**config.mk**
```make
export PLATFORM = sky130hd
export DESIGN_NAME = im_loader_flat
export DESIGN_NICKNAME = d
export VERILOG_FILES = /design/src/rtl/im_pkg.sv /design/src/rtl/im_loader_if.sv /design/src/rtl/im_word_packer.sv /design/src/rtl/im_loader.sv /design/src/flat_wrapper.sv
export SDC_FILE = /design/constraint.sdc
export NUM_CORES = 1
export LEC_CHECK = 0
export CAP_MARGIN = 10
export CORE_ASPECT_RATIO = 0.8
export CORE_MARGIN = 2
export CORE_UTILIZATION = 47
export CTS_BUF_LIST = sky130_fd_sc_hd__clkbuf_16
export CTS_CLUSTER_DIAMETER = 60
export DETAILED_ROUTE_END_ITERATION = 7
export PLACE_DENSITY = 0.86
export SLEW_MARGIN = 20
export SYNTH_ARGS = -nofsm -noshare
export SYNTH_HDL_FRONTEND = slang
export SYNTH_HIERARCHICAL = 1
export SYNTH_SLANG_ARGS = --single-unit
```
**constraint.sdc**
```tcl
create_clock -name clk -period 2.6 [get_ports clk]
set_input_delay 0.65 -clock clk [delete_from_list [all_inputs] [get_ports clk]]
set_output_delay 0.65 -clock clk [all_outputs]
set_load 0.01 [all_outputs]
```
**src/rtl/im_pkg.sv**
```systemverilog
// rtl/im_pkg.sv - shared IM geometry, loader state codes and count saturation helper
package im_pkg;

    localparam int N              = 32;
    localparam int DEPTH          = 32;
    localparam int AW             = 5;
    localparam int BYTES_PER_WORD = N / 8;
    localparam int BIDX_W         = (BYTES_PER_WORD > 1) ? $clog2(BYTES_PER_WORD) : 1;

    typedef logic [1:0] state_t;
    localparam state_t ST_IDLE  = 2'd0;
    localparam state_t ST_LOAD  = 2'd1;
    localparam state_t ST_WRITE = 2'd2;
    localparam state_t ST_RUN   = 2'd3;

    localparam logic [AW:0] DEPTH_CNT = (AW + 1)'(DEPTH);

    // Clamp the requested word count so the write address can never wrap.
    function automatic logic [AW:0] sat_count(input logic [AW:0] wc);
        return (wc > DEPTH_CNT) ? DEPTH_CNT : wc;
    endfunction

endpackage

```
**src/rtl/im_loader_if.sv**
```systemverilog
// rtl/im_loader_if.sv - byte stream handshake and IM write/address port bundle
interface im_loader_if;
    import im_pkg::*;

    logic          byte_valid;
    logic [7:0]    byte_data;
    logic          byte_ready;
    logic [AW-1:0] addressIM;
    logic          we_IM;
    logic [N-1:0]  wdata_IM;

    modport slave (
        input  byte_valid, byte_data,
        output byte_ready, addressIM, we_IM, wdata_IM
    );

    modport master (
        output byte_valid, byte_data,
        input  byte_ready, addressIM, we_IM, wdata_IM
    );
endinterface

```
**src/rtl/im_word_packer.sv**
```systemverilog
// rtl/im_word_packer.sv - little-endian byte-to-word packer with last-byte flag
module im_word_packer
    import im_pkg::*;
(
    input  logic         clk,
    input  logic         reset,
    input  logic         clear,
    input  logic         accept,
    input  logic [7:0]   byte_in,
    output logic [N-1:0] word,
    output logic         word_full
);

    localparam logic [BIDX_W-1:0] LAST_IDX = BIDX_W'(BYTES_PER_WORD - 1);

    logic [BIDX_W-1:0] r_bidx;
    logic [N-1:0]      r_buf;

    assign word      = r_buf;
    assign word_full = accept && (r_bidx == LAST_IDX);

    always_ff @(posedge clk) begin
        if (reset) begin
            r_bidx <= '0;
            r_buf  <= '0;
        end else if (clear) begin
            r_bidx <= '0;
        end else if (accept) begin
            r_buf[8*r_bidx +: 8] <= byte_in;
            r_bidx               <= word_full ? '0 : r_bidx + BIDX_W'(1);
        end
    end

endmodule

```
**src/rtl/im_loader.sv**
```systemverilog
// rtl/im_loader.sv - IM boot loader: streams bytes into IM, holds the CPU in reset until done
module im_loader
    import im_pkg::*;
(
    input  logic          clk,
    input  logic          reset,
    input  logic          start,
    input  logic [AW:0]   word_count,
    input  logic [AW-1:0] pc_addr,
    output logic          cpu_rst,
    output logic          busy,
    output logic          done,
    im_loader_if.slave    bus
);

    state_t      r_state;
    logic [AW:0] r_cnt;
    logic [AW:0] r_widx;

    logic          w_start_ok;
    logic          w_accept;
    logic          w_word_full;
    logic [N-1:0]  w_word;
    logic [AW:0]   w_cnt_in;
    logic [AW:0]   w_widx_nxt;

    assign w_start_ok = start && ((r_state == ST_IDLE) || (r_state == ST_RUN));
    assign w_accept   = bus.byte_valid && bus.byte_ready;
    assign w_cnt_in   = sat_count(word_count);
    assign w_widx_nxt = r_widx + (AW + 1)'(1);

    im_word_packer u_packer (
        .clk       (clk),
        .reset     (reset),
        .clear     (w_start_ok),
        .accept    (w_accept),
        .byte_in   (bus.byte_data),
        .word      (w_word),
        .word_full (w_word_full)
    );

    always_ff @(posedge clk) begin
        if (reset) begin
            r_state <= ST_IDLE;
            r_cnt   <= '0;
            r_widx  <= '0;
        end else begin
            case (r_state)
                ST_IDLE, ST_RUN: begin
                    if (w_start_ok) begin
                        r_cnt   <= w_cnt_in;
                        r_widx  <= '0;
                        r_state <= (w_cnt_in == '0) ? ST_RUN : ST_LOAD;
                    end
                end
                ST_LOAD: begin
                    if (w_word_full) r_state <= ST_WRITE;
                end
                ST_WRITE: begin
                    r_widx  <= w_widx_nxt;
                    r_state <= (w_widx_nxt == r_cnt) ? ST_RUN : ST_LOAD;
                end
                default: r_state <= ST_IDLE;
            endcase
        end
    end

    // The CPU owns the IM address only while running; otherwise the loader's word index does.
    assign bus.addressIM  = (r_state == ST_RUN) ? pc_addr : r_widx[AW-1:0];
    assign bus.byte_ready = (r_state == ST_LOAD);
    assign bus.we_IM      = (r_state == ST_WRITE);
    assign bus.wdata_IM   = w_word;
    assign cpu_rst        = (r_state != ST_RUN);
    assign done           = (r_state == ST_RUN);
    assign busy           = (r_state == ST_LOAD) || (r_state == ST_WRITE);

endmodule

```
**src/flat_wrapper.sv**
```systemverilog
// flat-port wrapper written by rule: the top's interface ports become plain ports
module im_loader_flat import im_pkg::*;
  (clk, reset, start, word_count, pc_addr, cpu_rst, busy, done, bus_byte_valid, bus_byte_data, bus_byte_ready, bus_addressIM, bus_we_IM, bus_wdata_IM);
  im_loader_if bus_i ();
  input  logic clk;
  input  logic reset;
  input  logic start;
  input  logic [AW:0] word_count;
  input  logic [AW-1:0] pc_addr;
  output logic cpu_rst;
  output logic busy;
  output logic done;
  input wire logic [$bits(bus_i.byte_valid)-1:0] bus_byte_valid;
  input wire logic [$bits(bus_i.byte_data)-1:0] bus_byte_data;
  output wire logic [$bits(bus_i.byte_ready)-1:0] bus_byte_ready;
  output wire logic [$bits(bus_i.addressIM)-1:0] bus_addressIM;
  output wire logic [$bits(bus_i.we_IM)-1:0] bus_we_IM;
  output wire logic [$bits(bus_i.wdata_IM)-1:0] bus_wdata_IM;
  assign bus_i.byte_valid = bus_byte_valid;
  assign bus_i.byte_data = bus_byte_data;
  assign bus_byte_ready = bus_i.byte_ready;
  assign bus_addressIM = bus_i.addressIM;
  assign bus_we_IM = bus_i.we_IM;
  assign bus_wdata_IM = bus_i.wdata_IM;
  im_loader u_core (.clk(clk), .reset(reset), .start(start), .word_count(word_count), .pc_addr(pc_addr), .cpu_rst(cpu_rst), .busy(busy), .done(done), .bus(bus_i));
endmodule
```
# Word-level counts from Yosys, hierarchy flattened
# Cells that the tools add are included.
# Widths: inputs -> output; s select.
# totals
out_inout_bits	42
word_cells	45
ff_bits	48
# classes
eq_ne	8
n_reduce_logical	14
addsub	3
shifts	2
n_lt_le_gt_ge	1
muxes	11
bitwise_logic	1
# op_table
cell	count
$neg 5->34	1
$shift 8x34->32 const A	1
$shiftx 8x34->32	1
$bwmux 32	1
$mux 6	2
$pmux 6 s2	1
$mux 2	5
$reduce_and 2->1	4
$add 6x1->6 const B	1
$eq 2x2->1 const B	3
$eq 6x6->1	1
$gt 6x6->1 const B	1
$logic_not 6->1	1
$ne 2x2->1 const B	3
$pmux 2 s3	1
$mux 5	1
$reduce_or 2->1	2
$logic_and 1x1->1	3
$add 2x1->2 const B	1
$eq 2x1->1 const B	1
$logic_not 2->1	1
$logic_or 1x1->1	2
$reduce_bool 2->1	1
$not 1->1	1

# Logic depth before layout (Yosys ltp)
# Gate-level depths: netlist (run 1).
# depth
word_depth	6
ltp_mapped	10
depth_no_buf	9

# By module
# The synthesis (run 1) kept the hierarchy.
# modules_own_cells
mod	seq_area_each_um2	area_each_um2	n_inst	cells_per_inst
im_word_packer	680.7	1307.5	1	125
im_loader	280.3	984.7	1	118

# Worst setup path after synthesis (run 1)
# No wires, ideal clock.
# synth_path
path_type	reg-to-reg
from	register u_core.r_state[0]
to	register u_core.u_packer.r_buf[24], in the netlist u_core/u_packer/word[24]
synth_period_minus_slack_ns	2.346
path_stages_with_launch	9
path_buffers	1
t_arrival_ns	2.285
path_slack_ns	0.254
cell_sequence	dfxtp_1 > inv_1 > ha_1 > nand2_1 > clkbuf_1 > inv_1 > or4b_4 > nor4_4 > a22o_1
# synth_via
elab_chain_cells	5
word_cells_on_any_way	8
cone_classes	eq/ne: 2; bitwise: 1; reduce/logical: 5
# synth_lines
element	line_no	source
start: declaration	im_loader.sv:16	state_t r_state;
start signal: assignment	im_loader.sv:53	r_state <= (w_cnt_in == '0) ? ST_RUN : ST_LOAD;
start signal: assignment	im_loader.sv:61	r_state <= (w_widx_nxt == r_cnt) ? ST_RUN : ST_LOAD;
$eq 2x2->1 or $logic_not 2->1 (tied branches)	im_loader.sv:27	assign w_start_ok = start && ((r_state == ST_IDLE) || (r_state == ST_RUN));
$logic_or 1x1->1 *	im_loader.sv:27	
$logic_and 1x1->1 *	im_loader.sv:27	
via u_core.w_start_ok	im_loader.sv:20	logic w_start_ok;
$not 1->1 (no source line) *	-	
$reduce_and 2->1 (no source line) *	-	
end signal: indexed assignment	im_word_packer.sv:29	r_buf[8*r_bidx +: 8] <= byte_in;
end: declaration	im_word_packer.sv:17	logic [N-1:0] r_buf;
# Mark *: on every way through the listed nets, which the timed path passes. The rest lies on a longest branch.
# A chain may end at the register's enable or synchronous reset.

# Worst setup path after layout (run 1)
# layout_path
from	register u_core.r_state[0]
to	output port bus_addressIM[1]
# layout_via
elab_chain_cells	2
# layout_lines
element	line_no	source
$eq 2x2->1	im_loader.sv:69	assign bus.addressIM = (r_state == ST_RUN) ? pc_addr : r_widx[AW-1:0];
$mux 5	im_loader.sv:69	
end: declaration	flat_wrapper.sv:16	output wire logic [$bits(bus_i.addressIM)-1:0] bus_addressIM;
# No other way between the ends.

==> reports/results.ini, run 1 <==
[floorplan]
die_h_um = 66.5
core_um2 = 4650
start_util_pct = 49.3
die_area_um2 = 5460
ios = 65
die_x_um = 82.1
std_cell_rows = 22

[global_route]
grt_antenna_before_repair = 0
grt_pass1_vias = 1929
grt_pass1_wl_um = 9570
grt-ovfl-total = 0
grt_usage_pct = 23.1
grt_max_degree = 24

[critical_path]
endpoint_kind = output pin
crit_start = u_core/r_state[0]
r2r.worst_path.cells = 7
cp_cell_sequence = ha_2 > mux2_2 > clkdlybuf4s50_1
crit_slowest_cell = clkdlybuf4s50_1
r2r_setup_slack_ps = 300
cp-start-kind = flop
worstPathArrival_ps = 1830
cpPeakStageDelay_ps = 480
path_delay_family = buffers and inverters
path_buf_inv = 1
crit_type = reg -> out
r2r-start = u_core/r_state[0]
cp.required_ps = 1950
cp_max_fo = 7
reg2reg_to = u_core/u_packer/word[16]

[yosys]
synth-edff-count = 0
netlist_area_um2 = 2290
synth_top_family_by_area = simple AND/OR/NAND/NOR gates
synth_compound_area_share_pct = 19.4
synthMuxAreaShare_pct = 2.89
synth-async-reset-ratio_pct = 0
synth.avg_cell_area_um2 = 9.43
synth-xor-area-share_pct = 2.24
yosys.area_share.adder_pct = 5.46
seq_area_frac_synth_pct = 41.9
synth_top_flop_cell = dfxtp_1
synthSimpleGateAreaFrac_pct = 23.1
synth_warnings = 6
ys_types = 51
syn_inst = 243
synth_seq_cells = 48
syn_nets = 276

[placed_design]
place_inst = 359
place_ws_ps = 79.1
gp_congestion = 0.896
place.port_buffers = 64
dp_hpwl_um = 4250

[cells_and_area]
area_growth_syn_to_layout_pct = 38.4
finalNonFillerCells = 367
final_core_util_pct = 68.2
fin_nets = 339
n_antenna_cell = 0
drive_gt1_share_pct = 9.12

[clock_tree]
hold_buffers = 0
clk_latency_ps = 280
cts_setup_buffers = 0
cts_buffers = 5
cts_root_buf = clkbuf_16
htree_levels = 2
post_cts_resized = 0
max-clock-path-buffers = 2
cts_tree = yes
clkTransAtPathRegs_ps = 60
cts.sinks = 48

[timing]
fin_skew_ps = 2.09
min_period_ps = 2480
slew_headroom_pct = 47.4
rsz0062_at_grt = no
period_share_pct = 95.5
slew_viol_final = 0
setup-tns-final_ps = 0
setup_viol = 0
max_freq_mhz = 403
worst_pin_slew_ps = 786
finalWorstSetupSlack_ps = 118
finalHoldViolCount = 0

[min_path]
hp-class = reg -> reg
hp-start = u_core/u_packer/word[1]
min_path_cells = 2
min_to = u_core/u_packer/word[1]

[route]
via_count = 2077
dr.pass1.iters = 4
routedWlPerCell_um = 15.9
wl_um = 5840
drt-initial-drc-count = 173
ant_nets = 0
via_per_inst = 5.66
drc = 0

[job]
maxCapViolations = 0

[pwr]
clockPowerShare_pct = 34.1
combinationalPowerShare_pct = 31.0
netSwitchingFraction_pct = 30.8
power.internal_w = 0.00168
power_w = 0.00243
p_leak_nw = 1.15
p_sw_w = 0.000749
p_seq_share_pct = 34.9
powerDensity_nw_per_um2 = 767
vdd_drop_max_mv = 0.443

[outcome]
outcome = finished, final reports clean

-- worst max path at each step --
stage,end,slack [ps],depth (start not counted)
after global placement,u_core/u_packer/word[18],130,7
after global routing,bus_addressIM[4],50,3
after CTS,bus_addressIM[0],20,3
after detailed placement,u_core/u_packer/word[16],80,7
final,bus_addressIM[1],120,3
after floorplan,u_core/u_packer/word[24],250,8
-- area by class of cell --
class	instances	area [µm²]
Fill cell	347	1480
Multi-Input combinational cell	171	1220
Sequential cell	48	961
Timing Repair Buffer	70	686
Clock buffer	5	125
Tap cell	60	75.1
Clock inverter	3	68.8
Inverter	10	37.5
-- state kept, by name, indices dropped and copies added (netlist names) --
register                cells
u_core/u_packer/r_bidx      2
u_core/r_widx               6
u_core/u_packer/word       32
u_core/r_state              2
u_core/r_cnt                6
-- cell families after synthesis --
| logic type | after synthesis |
|---|---|
| AOI/OAI and AO/OA | 64 |
| buffers and inverters | 24 |
| xor gates and xnor gates | 5 |
| DFF | 48 |
| muxes | 6 |
| and+or+nand+nor | 86 |
| adders and majority gates | 10 |
-- power by group through the flow --
stage,Sequential [W],Clock (W),Combinational [W]
final,0.000849,0.000830,0.000755
after CTS,0.000847,0.000840,0.000747
after global placement,0.000862,0,0.000725
after floorplan,0.000850,0,0.000466
after global routing,0.000857,0.000873,0.000832
after detailed placement,0.000864,0,0.000738
-- worst register-to-register path, cell delays in order (launching register included) --
cell	delay, ps
dfxtp_1	410
inv_1	70
ha_1	380
nand2_1	120
inv_1	110
nor4b_1	490
and4_1	450
a22o_1	210
-- synthesized netlist by cell type, types with 3 or more instances --
master | number | area (µm²)
a21oi_1 | 22 | 110
a22o_1 | 22 | 193
a31oi_1 | 3 | 18.8
and2_1 | 3 | 18.8
and4_1 | 3 | 26.3
buf_2 | 4 | 20.0
clkbuf_1 | 7 | 26.3
dfxtp_1 | 48 | 961
ha_1 | 10 | 125
inv_1 | 10 | 37.5
mux2_2 | 5 | 56.3
nand2_1 | 21 | 78.8
nand3_1 | 9 | 45.0
nand3b_1 | 3 | 22.5
nand4_1 | 3 | 18.8
nor2_1 | 11 | 41.3
nor2b_1 | 5 | 31.3
nor3_1 | 6 | 30.0
nor3b_1 | 7 | 52.6
o21ai_0 | 5 | 25.0
-- placed cells by master (no fill, tap or decap), types with 2 or more instances in the layout --
cell type	netlist	final
a31oi_1	3	3
dfxtp_1	48	48
o21ai_0	5	5
and3b_1	2	2
nor3_1	6	6
nor2_1	11	11
ha_1	10	9
xor2_1	2	2
nand4_1	3	3
xnor2_1	2	2
bufinv_16	0	2
mux2_2	5	5
a22o_1	22	22
nand2_1	21	21
nor2b_1	5	5
clkbuf_16	0	5
inv_1	10	10
and2_1	3	3
nor3b_1	7	7
a21oi_1	22	22
a311oi_1	2	2
nand3_1	9	9
clkdlybuf4s50_1	0	64
and4_1	3	3
nand3b_1	3	3
buf_4	1	6
-- per-stage QoR --
stage / hold slack, ps / instance area (µm²)
2_1_floorplan: 464 / 2290
4_1_cts: 459 / 3170
6_report: 459 / 3170
5_1_grt: 484 / 3170
3_5_place_dp: 449 / 2980
3_3_place_gp: 440 / 2980
-- routing by layer --
metal	global-route usage, %	vias to the layer above	share of wire, %
li1	-	1012	-
met1	32.9	974	45
met2	34.0	83	46
met3	5.69	8	7.5
met4	7.29	0	1.5
met5	0	-	0
Power figures use the tool's default switching activity.
==> inputs of run 2 (changes only) <==
Clock period 2.6 ns to 2.5 ns, I/O delays scaled along.
==> reports/results.ini, run 2 (synthesis results as in run 1) <==
[timing]
slew_viol_final = 0  ; unchanged
holdWs_ps = 454  ; was 459 ps
min_period_ps = 2390
fin_skew_ps = 3.66  ; was 2.09 ps
max_freq_mhz = 418
finalHoldViolCount = 0  ; unchanged
worst_pin_slew_ps = 738  ; was 786 ps
slew_headroom_pct = 50.3  ; was 47.4%
setup_viol = 0  ; unchanged
setup-tns-final_ps = 0  ; unchanged
period_share_pct = 95.6
rsz0062_at_grt = no  ; unchanged

[critical_path]
r2r-start = u_core/r_state[0]  ; unchanged
cp-start-kind = input pin  ; was flop
cp.required_ps = 1880  ; was 1950 ps
crit_type = in -> out  ; was reg -> out
r2r_setup_slack_ps = 340  ; was 300 ps
crit_cells = 3  ; unchanged
r2r.worst_path.cells = 7  ; unchanged
endpoint_kind = output pin  ; unchanged
cp_common_cell = clkdlybuf4s50_1
path_delay_family = buffers and inverters  ; unchanged
cp_max_fo = 1  ; was 7
cpPeakStageDelay_ps = 480  ; about the same
worstPathArrival_ps = 1770  ; was 1830 ps
crit_slowest_cell = clkdlybuf4s50_1  ; unchanged
reg2reg_to = u_core/u_packer/word[24]  ; was u_core/u_packer/word[16]
path_buf_inv = 2  ; was 1
cp_cell_sequence = clkdlybuf4s50_1 > mux2_2 > clkdlybuf4s50_1  ; was ha_2 > mux2_2 > clkdlybuf4s50_1

[route]
dr.pass1.iters = 4  ; unchanged
drc = 0  ; unchanged
wl_um = 6090  ; was 5840 µm
via_per_inst = 5.85  ; was 5.66
ant_nets = 0  ; unchanged
drt-initial-drc-count = 176  ; was 173
routedWlPerCell_um = 16.5  ; was 15.9 µm
via_count = 2166  ; was 2,077

[floorplan]
std_cell_rows = 22  ; unchanged
start_util_pct = 49.3  ; unchanged
die_area_um2 = 5460  ; unchanged
die_x_um = 82.1  ; unchanged
core_um2 = 4650  ; unchanged
die_h_um = 66.5  ; unchanged
ios = 65  ; unchanged

[cells_and_area]
final_core_util_pct = 68.6  ; was 68.2%
area_growth_syn_to_layout_pct = 39.2  ; was 38.4%
n_antenna_cell = 0  ; unchanged
final_cell_mix = 64 x clkdlybuf4s50_1, 47 x dfxtp_1, 22 x a21oi_1, 22 x a22o_1, 21 x nand2_1  ; was 64 x clkdlybuf4s50_1, 48 x dfxtp_1, 22 x a21oi_1, 22 x a22o_1, 21 x nand2_1
drive_gt1_share_pct = 10.6  ; was 9.12%
fin_nets = 342  ; was 339
layout_commonest_cell = clkdlybuf4s50_1  ; unchanged
largest_reg_flops = 32  ; unchanged
final_area_um2 = 3190  ; was 3170 µm²

[min_path]
hp-start = u_core/u_packer/word[13]  ; was u_core/u_packer/word[1]
min_path_cells = 2  ; unchanged
min_to = u_core/u_packer/word[13]  ; was u_core/u_packer/word[1]
hp-class = reg -> reg  ; unchanged

[global_route]
grt_max_degree = 24  ; unchanged
globalRoute.busiestLayer = met2  ; unchanged
grt_pass1_wl_um = 9940  ; was 9570 µm
grt_usage_pct = 23.8  ; was 23.1%
grt-ovfl-total = 0  ; unchanged
use_met3_pct = 4.07  ; was 5.69%
grt_antenna_before_repair = 0  ; unchanged
use_met2_pct = 35.6  ; was 34.0%
grt_pass1_vias = 2030  ; was 1,929
grt_util_met1_pct = 35.0  ; was 32.9%

[outcome]
outcome = finished, final reports clean  ; unchanged

[placed_design]
dp_hpwl_um = 4330  ; was 4250 µm
place.port_buffers = 64  ; unchanged
gp_congestion = 0.931  ; was 0.896
placed_cell_area_um2 = 3000  ; was 2980 µm²

[clock_tree]
max-clock-path-buffers = 2  ; unchanged
cts.sinks = 48  ; unchanged
cts_tree = yes  ; unchanged
cts_root_buf = clkbuf_16  ; unchanged
hold_buffers = 0  ; unchanged
clkTransAtPathRegs_ps = 60  ; about the same
cts_buffers = 5  ; unchanged
htree_levels = 2  ; unchanged
clk_latency_ps = 280  ; about the same

[pwr]
powerDensity_nw_per_um2 = 780  ; was 767 nW/µm²
power_w = 0.00249  ; was 0.00243 W
vdd_drop_max_mv = 0.510  ; was 0.443 mV
p_leak_nw = 1.16  ; was 1.15 nW

[job]
maxCapViolations = 0  ; unchanged

run 2: cell count changes in the layout (fill, tap and decap cells not counted), sizes merged:
cell	previous run	this run
clkinvlp	0	1
buf	6	9
bufinv	2	1
run 2: report_power, final:
part           internal [W]  total, W  switching (W)  leakage (nW)
clock network      0.000475  0.000760       0.000285        0.0804
registers          0.000821  0.000884      0.0000631         0.388
logic              0.000381  0.000845       0.000464         0.687
total               0.00168   0.00249       0.000812          1.16
run 2: worst min-delay path: cells and delay by family (launching register included):
family           cells  cell delay, ps
AO/OA/AOI/OAI        1              50
flip-flops           1             310
AND/OR/NAND/NOR      1              50
run 2: worst max-delay path by stage:
stage / to / startpoint / slack [ps]
2_1_floorplan: u_core/u_packer/word[24] / u_core/r_state[0] / 150
3_5_place_dp: u_core/u_packer/word[17] / start / 3
5_1_grt: bus_addressIM[4] / u_core/r_state[1] / 60
6_report: bus_addressIM[1] / pc_addr[1] / 110
3_3_place_gp: u_core/u_packer/word[20] / start / 100
4_1_cts: bus_addressIM[1] / u_core/r_state[0] / 20
run 2: per-stage QoR:
step / instances / setup slack (ps)
2_1_floorplan: 243 / 154
3_3_place_gp: 362 / 103
3_5_place_dp: 362 / 3.32
4_1_cts: 370 / 19.5
5_1_grt: 370 / 63.9
6_report: 370 / 109
run 2: layout make-up:
cell class | instances | area [µm²]
fill | 363 | 1460
timing repair buffer | 73 | 708
sequential | 48 | 962
inverter | 10 | 37.5
tap | 60 | 75.1
clock buffer | 5 | 125
clock inverter | 3 | 46.3
multi-input combinational | 171 | 1240
run 2: per-layer routing:
layer / up-vias / wire length (µm) / share of wire (%)
li1: 1022 / - / -
met1: 1047 / 2840 / 47
met2: 88 / 2830 / 46
met3: 9 / 340 / 5.6
met4: 0 / 80 / 1.3
met5: - / 0 / 0
run 2: repair_timing:
item                                    in CTS  in global routing
pin swaps                                    0                  0
gates resized for setup                      1                  3
endpoints found under the setup margin       5                  5
buffers inserted                             0                  0
